[config.mk]
export PLATFORM = sky130hd
export DESIGN_NAME = rgb_led_scheduler
export DESIGN_NICKNAME = d
export VERILOG_FILES = /design/src/rtl/rgb_led_scheduler.sv
export SDC_FILE = /design/constraint.sdc
export NUM_CORES = 1
export LEC_CHECK = 0
export CORE_MARGIN = 2
export CORE_UTILIZATION = 45
export DETAILED_ROUTE_END_ITERATION = 6
export DONT_BUFFER_PORTS = 1
export GPL_TIMING_DRIVEN = 0
export PLACE_DENSITY_LB_ADDON = 0.05
export SKIP_CTS_REPAIR_TIMING = 1
export SYNTH_ARGS = -nofsm -noshare
export SYNTH_HDL_FRONTEND = slang
export SYNTH_SLANG_ARGS = --single-unit
[constraint.sdc]
create_clock -name clk -period 2.9 [get_ports clk]
set_input_delay 0.435 -clock clk [delete_from_list [all_inputs] [get_ports clk]]
set_output_delay 0.435 -clock clk [all_outputs]
set_load 0.02 [all_outputs]
[src/rtl/rgb_led_scheduler.sv]
// Fixed-priority owner selection for the shared RGB LED, with a minimum hold
// time per grant and tick-driven solid/blink output for the current owner.
module rgb_led_scheduler #(
  parameter int TICK_DIV         = 12000,
  parameter int MIN_HOLD_TICKS   = 250,
  parameter int BLINK_HALF_TICKS = 500
) (
  input  logic       clk,
  input  logic       rst_n,
  input  logic [2:0] req,
  input  logic [2:0] req_mode,
  input  logic [8:0] req_color,
  output logic [2:0] grant,
  output logic       led_r,
  output logic       led_g,
  output logic       led_b,
  output logic       tick
);

  localparam int PRESC_W = $clog2(TICK_DIV + 1);
  localparam int HOLD_W  = $clog2(MIN_HOLD_TICKS + 1);
  localparam int BLINK_W = $clog2(BLINK_HALF_TICKS + 1);

  localparam logic [PRESC_W-1:0] PRESC_LAST = PRESC_W'(TICK_DIV - 1);
  localparam logic [HOLD_W-1:0]  HOLD_LOAD  = HOLD_W'(MIN_HOLD_TICKS);
  localparam logic [HOLD_W-1:0]  HOLD_ONE   = HOLD_W'(1);
  localparam logic [BLINK_W-1:0] BLINK_LAST = BLINK_W'(BLINK_HALF_TICKS - 1);

  typedef enum logic [1:0] {
    S_IDLE = 2'd0,
    S_HOLD = 2'd1,
    S_OWN  = 2'd2
  } state_e;

  state_e              state_q, state_d;
  logic [PRESC_W-1:0]  presc_q, presc_d;
  logic [HOLD_W-1:0]   hold_q, hold_d;
  logic [BLINK_W-1:0]  blink_cnt_q, blink_cnt_d;
  logic                phase_q, phase_d;
  logic [2:0]          grant_q, grant_d;
  logic [2:0]          led_q, led_d;

  logic                tick_int;
  logic                enter_hold;
  logic [2:0]          new_grant;
  logic [2:0]          higher_mask;
  logic [2:0]          owner_color;
  logic                owner_blink;

  function automatic logic [2:0] highest_req(input logic [2:0] r);
    logic [2:0] g;
    g = 3'b000;
    if (r[2])      g = 3'b100;
    else if (r[1]) g = 3'b010;
    else if (r[0]) g = 3'b001;
    return g;
  endfunction

  // Free-running prescaler; arbitration never disturbs it.
  always_comb begin
    tick_int = (presc_q == PRESC_LAST);
    presc_d  = tick_int ? '0 : presc_q + 1'b1;
  end

  always_comb begin
    higher_mask = 3'b000;
    case (grant_q)
      3'b001:  higher_mask = 3'b110;
      3'b010:  higher_mask = 3'b100;
      default: higher_mask = 3'b000;
    endcase
  end

  always_comb begin
    state_d     = state_q;
    grant_d     = grant_q;
    hold_d      = hold_q;
    blink_cnt_d = blink_cnt_q;
    phase_d     = phase_q;
    enter_hold  = 1'b0;
    new_grant   = highest_req(req);

    case (state_q)
      S_IDLE: begin
        if (|req) enter_hold = 1'b1;
      end
      S_HOLD: begin
        if (tick_int) begin
          if (hold_q <= HOLD_ONE) begin
            state_d = S_OWN;
            hold_d  = '0;
          end else begin
            hold_d = hold_q - 1'b1;
          end
        end
      end
      S_OWN: begin
        // A higher request wins even if the owner dropped in the same cycle.
        if (|(req & higher_mask)) begin
          enter_hold = 1'b1;
        end else if (!(|(req & grant_q))) begin
          if (|req) begin
            enter_hold = 1'b1;
          end else begin
            state_d = S_IDLE;
            grant_d = 3'b000;
          end
        end
      end
      default: begin
        state_d = S_IDLE;
        grant_d = 3'b000;
      end
    endcase

    if ((state_q == S_HOLD || state_q == S_OWN) && tick_int) begin
      if (blink_cnt_q == BLINK_LAST) begin
        blink_cnt_d = '0;
        phase_d     = ~phase_q;
      end else begin
        blink_cnt_d = blink_cnt_q + 1'b1;
      end
    end

    // Fresh loads override any tick seen in the transition cycle.
    if (enter_hold) begin
      state_d     = S_HOLD;
      grant_d     = new_grant;
      hold_d      = HOLD_LOAD;
      blink_cnt_d = '0;
      phase_d     = 1'b1;
    end
  end

  // Colour and mode are taken live from whoever owns the LED next cycle.
  always_comb begin
    owner_color = 3'b000;
    for (int i = 0; i < 3; i++) begin
      if (grant_d[i]) owner_color = req_color[3*i +: 3];
    end
    owner_blink = |(grant_d & req_mode);
    led_d       = ((grant_d != 3'b000) && (!owner_blink || phase_d)) ? owner_color : 3'b000;
  end

  always_ff @(posedge clk or negedge rst_n) begin
    if (!rst_n) begin
      state_q     <= S_IDLE;
      presc_q     <= '0;
      hold_q      <= '0;
      blink_cnt_q <= '0;
      phase_q     <= 1'b1;
      grant_q     <= 3'b000;
      led_q       <= 3'b000;
    end else begin
      state_q     <= state_d;
      presc_q     <= presc_d;
      hold_q      <= hold_d;
      blink_cnt_q <= blink_cnt_d;
      phase_q     <= phase_d;
      grant_q     <= grant_d;
      led_q       <= led_d;
    end
  end

  assign grant = grant_q;
  assign led_r = led_q[2];
  assign led_g = led_q[1];
  assign led_b = led_q[0];
  assign tick  = tick_int;

endmodule
==> summary.md <==
* outcome: finished, final reports clean
* portion of the post-synthesis area used by sequential elements: 43.0%
* placed wire-length estimate after detailed placement: 3260 um
* number of buffer and inverter stages on the critical path: 1
* total number of clock tree sinks: 40
* Worst Setup End Kind: primary output
* average via count per standard cell: 5.65
* mean area per synthesized cell: 9.32 um^2
* internal power of the cells: 1.43 mW
* number of warning messages in the yosys log: 0
* max_cap viols: 0
* number of levels the H-tree was split into: 2
* source of the worst hold timing path: req_color[2]
* fraction of layout cells with a size suffix above 1: 12.3%
* first-pass iteration count of the detailed router: 5
* leading cell types by total area after synthesis: sky130_fd_sc_hd__dfrtp_1, sky130_fd_sc_hd__nor2_1, sky130_fd_sc_hd__ha_1, sky130_fd_sc_hd__o21ai_0, sky130_fd_sc_hd__nand2_1
* crit path DAT: 2.18 ns
* total number of vias: 1866
* site row count: 26
* EDFF count, synth: 0
* Max Slew Vio Count: 0
* horizontal die dimension: 76.0 um
* worst max-slew margin expressed relative to the limit: 41.1%
* clock tree root buffer cell: sky130_fd_sc_hd__clkbuf_8
* cell count after synthesis: 250
* clk_skew: 0.00903 ns
* initial DRC count: 111
* share of power burned in the clock network: 27.5%
* Post-Syn Area: 2330 um^2
* Seq. cell area: 1000 um^2
* clock latency reported for the late side of the worst-skew pair: 0.30 ns
* effective utilization at floorplan: 46.2%
* Inserted Clock Buffers: 5
* Post-DRT Antenna Nets: 0
* static leakage: 1.08 nW
* CTS tree: built
* pin count of the biggest net entering global routing: 41
* Antenna Diode Count: 0
* Least-Margin Pin Slew: 0.876 ns
* wire length of the first global-routing pass: 8130 um
* remaining routing DRC violations: 0
* total negative setup slack: 0 ns
* Die H: 76.0 um
* worst-case clock buffer depth: 2
* Final period util: 90.1%
* number of setup violations in the final report: 0
* most area-hungry cell type in the Yosys netlist: sky130_fd_sc_hd__dfrtp_1
* worst reg2reg setup slack: 0.37 ns
* Std-Cell Core Area: 5040 um^2
* number of cells traversed by the worst register-to-register path: 9
* Port Buffer Count: 0
* endpoint of the most critical register-to-register path: led_q[1]$_DFF_PN0_
* Max VDD drop: 0.495 mV
* FILL cells: 471
* summed area of non-filler cells in the final layout: 2620 um^2
* routability cong.: 0.784
* origin of the critical flop-to-flop path: state_q[0]$_DFFE_PN0P_
* CP max stage delay: 0.54 ns
* end point of the most critical hold path: led_q[2]$_DFF_PN0_
* number of antenna violations at the first check in global routing: 0
* data required time of the worst path: 2.47 ns
* vias in the first global route: 1850
* number of nets at the end of the flow: 284
* share of power burned in registers: 35.4%
* nature of the critical path startpoint: register
* I/O pin count: 24
* Switching Share: 37.6%
* setup repair after global routing missed its margin: no
* wire per inst: 14.0 um
* Tmin final: 2.61 ns
* total power: 2.30 mW
* Cell variety after synth: 57
* Power Dens Cells: 879 nW/um^2
* Setup Crit Path Kind: reg2out
* worst hold path type: in2reg
* flip-flop and latch count after synthesis: 40
* Clock transition at path regs: 0.08 ns
* die area: 5770 um^2
* GRT Util Overall: 17.1%
* maximum clock frequency: 383 MHz
* Cell Area, Placed: 2420 um^2
* power dissipated by switching net loads: 865 uW
* total overflow reported by the global router: 0
* area grow syn2layout: 12.2%
* slowest cell on the critical path: sky130_fd_sc_hd__clkbuf_1
* share of the synthesized area in the top cell type: 41.9%
* worst hold path stage count: 2
* Final Hold Vio Count: 0
* crit path max fanout: 10
* family with the most delay on the worst path: simple AND/OR/NAND/NOR gates
* Async SR Flop Fraction: 100%
* Routed WL: 4620 um
* syn nets: 275
* area of the multi-input gates: 1270 um^2
* dominant register cell in the synthesized netlist: sky130_fd_sc_hd__dfrtp_1
* cells along the critical path: or3b_4 -> nor4_4 -> clkbuf_1
* portion of total power attributed to combinational logic: 37.1%
==> logic make-up (layout without fill, tap and decap cells) <==
| logic type | Yosys count | after routing | share of synthesized area, % |
|---|---|---|---|
| xor gates and xnor gates | 10 | 10 | 3.76 |
| and+or+nand+nor | 107 | 107 | 24.0 |
| buffers and inverters | 12 | 22 | 2.31 |
| muxes | 1 | 1 | 0.429 |
| AOI/OAI and AO/OA | 72 | 72 | 22.2 |
| DFF | 40 | 40 | 43.0 |
| adders and majority gates | 8 | 8 | 4.29 |
==> worst max path at each step <==
stage / to / start / cells past startpoint / slack [ns]
final: tick / presc_q[8]$_DFF_PN0_ / 3 / 0.29
after global placement: blink_cnt_q[8]$_DFFE_PN0P_ / state_q[0]$_DFFE_PN0P_ / 8 / 0.36
after global routing: tick / presc_q[8]$_DFF_PN0_ / 3 / 0.14
after floorplan: led_q[0]$_DFF_PN0_ / state_q[0]$_DFFE_PN0P_ / 9 / 0.66
after CTS: tick / presc_q[8]$_DFF_PN0_ / 3 / 0.26
after detailed placement: led_q[1]$_DFF_PN0_ / state_q[0]$_DFFE_PN0P_ / 9 / 0.39
==> stage by stage <==
| stage | instances | worst slack [ns] | util (%) | hold WS [ns] |
|---|---|---|---|---|
| floorplan | 250 | 0.660 | - | 0.139 |
| global placement | 320 | 0.357 | 48.0 | 0.141 |
| detailed placement | 320 | 0.392 | 48.0 | 0.141 |
| CTS | 328 | 0.257 | 51.1 | -0.189 |
| global route | 330 | 0.135 | 51.9 | 0.301 |
| finish | 330 | 0.288 | 51.9 | 0.313 |
==> state kept, by name, indices dropped and copies added, names as in the netlist <==
register and cells:
state_q 2, hold_q 8, phase_q 1, blink_cnt_q 9, grant 3, led_q 3
presc_q 14
==> layer usage <==
| metal | up-vias | routed length [um] | GRT usage, % |
|---|---|---|---|
| met3 | 7 | 221 | 4.38 |
| met4 | 0 | 76 | 6.73 |
| met1 | 876 | 2310 | 22.9 |
| met5 | - | 0 | 0 |
| met2 | 51 | 2020 | 26.5 |
| li1 | 932 | - | - |
==> cell usage after synthesis, types with 2 or more instances <==
master and instances:
sky130_fd_sc_hd__o21ai_0 20, sky130_fd_sc_hd__nand2_2 2, sky130_fd_sc_hd__a21boi_2 3, sky130_fd_sc_hd__nand4_1 6
sky130_fd_sc_hd__o31ai_1 7, sky130_fd_sc_hd__a21oi_1 12, sky130_fd_sc_hd__nand2b_1 4, sky130_fd_sc_hd__o41ai_1 2
sky130_fd_sc_hd__a211o_1 2, sky130_fd_sc_hd__or2_2 2, sky130_fd_sc_hd__inv_1 7, sky130_fd_sc_hd__nand4b_1 3
sky130_fd_sc_hd__and3_1 4, sky130_fd_sc_hd__ha_1 8, sky130_fd_sc_hd__xnor2_1 4, sky130_fd_sc_hd__nor2_1 32
sky130_fd_sc_hd__clkbuf_1 2, sky130_fd_sc_hd__a31oi_1 3, sky130_fd_sc_hd__nor3b_1 3, sky130_fd_sc_hd__o21ai_1 4
sky130_fd_sc_hd__xor2_1 6, sky130_fd_sc_hd__nand3_1 10, sky130_fd_sc_hd__dfrtp_1 39, sky130_fd_sc_hd__nor3_1 4
sky130_fd_sc_hd__or3_1 4, sky130_fd_sc_hd__nor4_1 3, sky130_fd_sc_hd__nand2_1 21, sky130_fd_sc_hd__a22o_1 2
sky130_fd_sc_hd__nor2b_1 3
==> power by group through the flow <==
stage / registers [mW] / clock network [mW] / logic (mW)
after floorplan: 0.793 / 0 / 0.681
after global placement: 0.826 / 0 / 0.837
after detailed placement: 0.822 / 0 / 0.838
after CTS: 0.811 / 0.653 / 0.840
after global routing: 0.834 / 0.672 / 0.962
final: 0.814 / 0.633 / 0.852
==> layout by cell type, fill, tap and decap left out, drive strengths merged, types with 4 or more instances in the layout <==
| master | synthesis | final |
|---|---|---|
| or3 | 5 | 5 |
| inv | 8 | 8 |
| nor3 | 4 | 4 |
| nand2 | 23 | 23 |
| nand4 | 6 | 6 |
| xor2 | 6 | 6 |
| nor4 | 4 | 4 |
| dfrtp | 39 | 39 |
| clkbuf | 2 | 7 |
| o31ai | 7 | 7 |
| a21oi | 13 | 13 |
| nor2 | 32 | 32 |
| nand2b | 4 | 4 |
| o21ai | 25 | 25 |
| ha | 8 | 8 |
| a21boi | 4 | 4 |
| xnor2 | 4 | 4 |
| nand3 | 10 | 10 |
| and3 | 4 | 4 |
==> area by class of cell <==
class	count	area share [%]
Buffer	4	0.909
Clock buffer	5	2.63
Clock inverter	3	3.44
Inverter	8	1.15
Multi-Input combinational cell	198	48.8
Sequential cell	40	38.3
Tap cell	70	3.35
Timing Repair Buffer	2	1.44
Power figures use the tool's default switching activity.
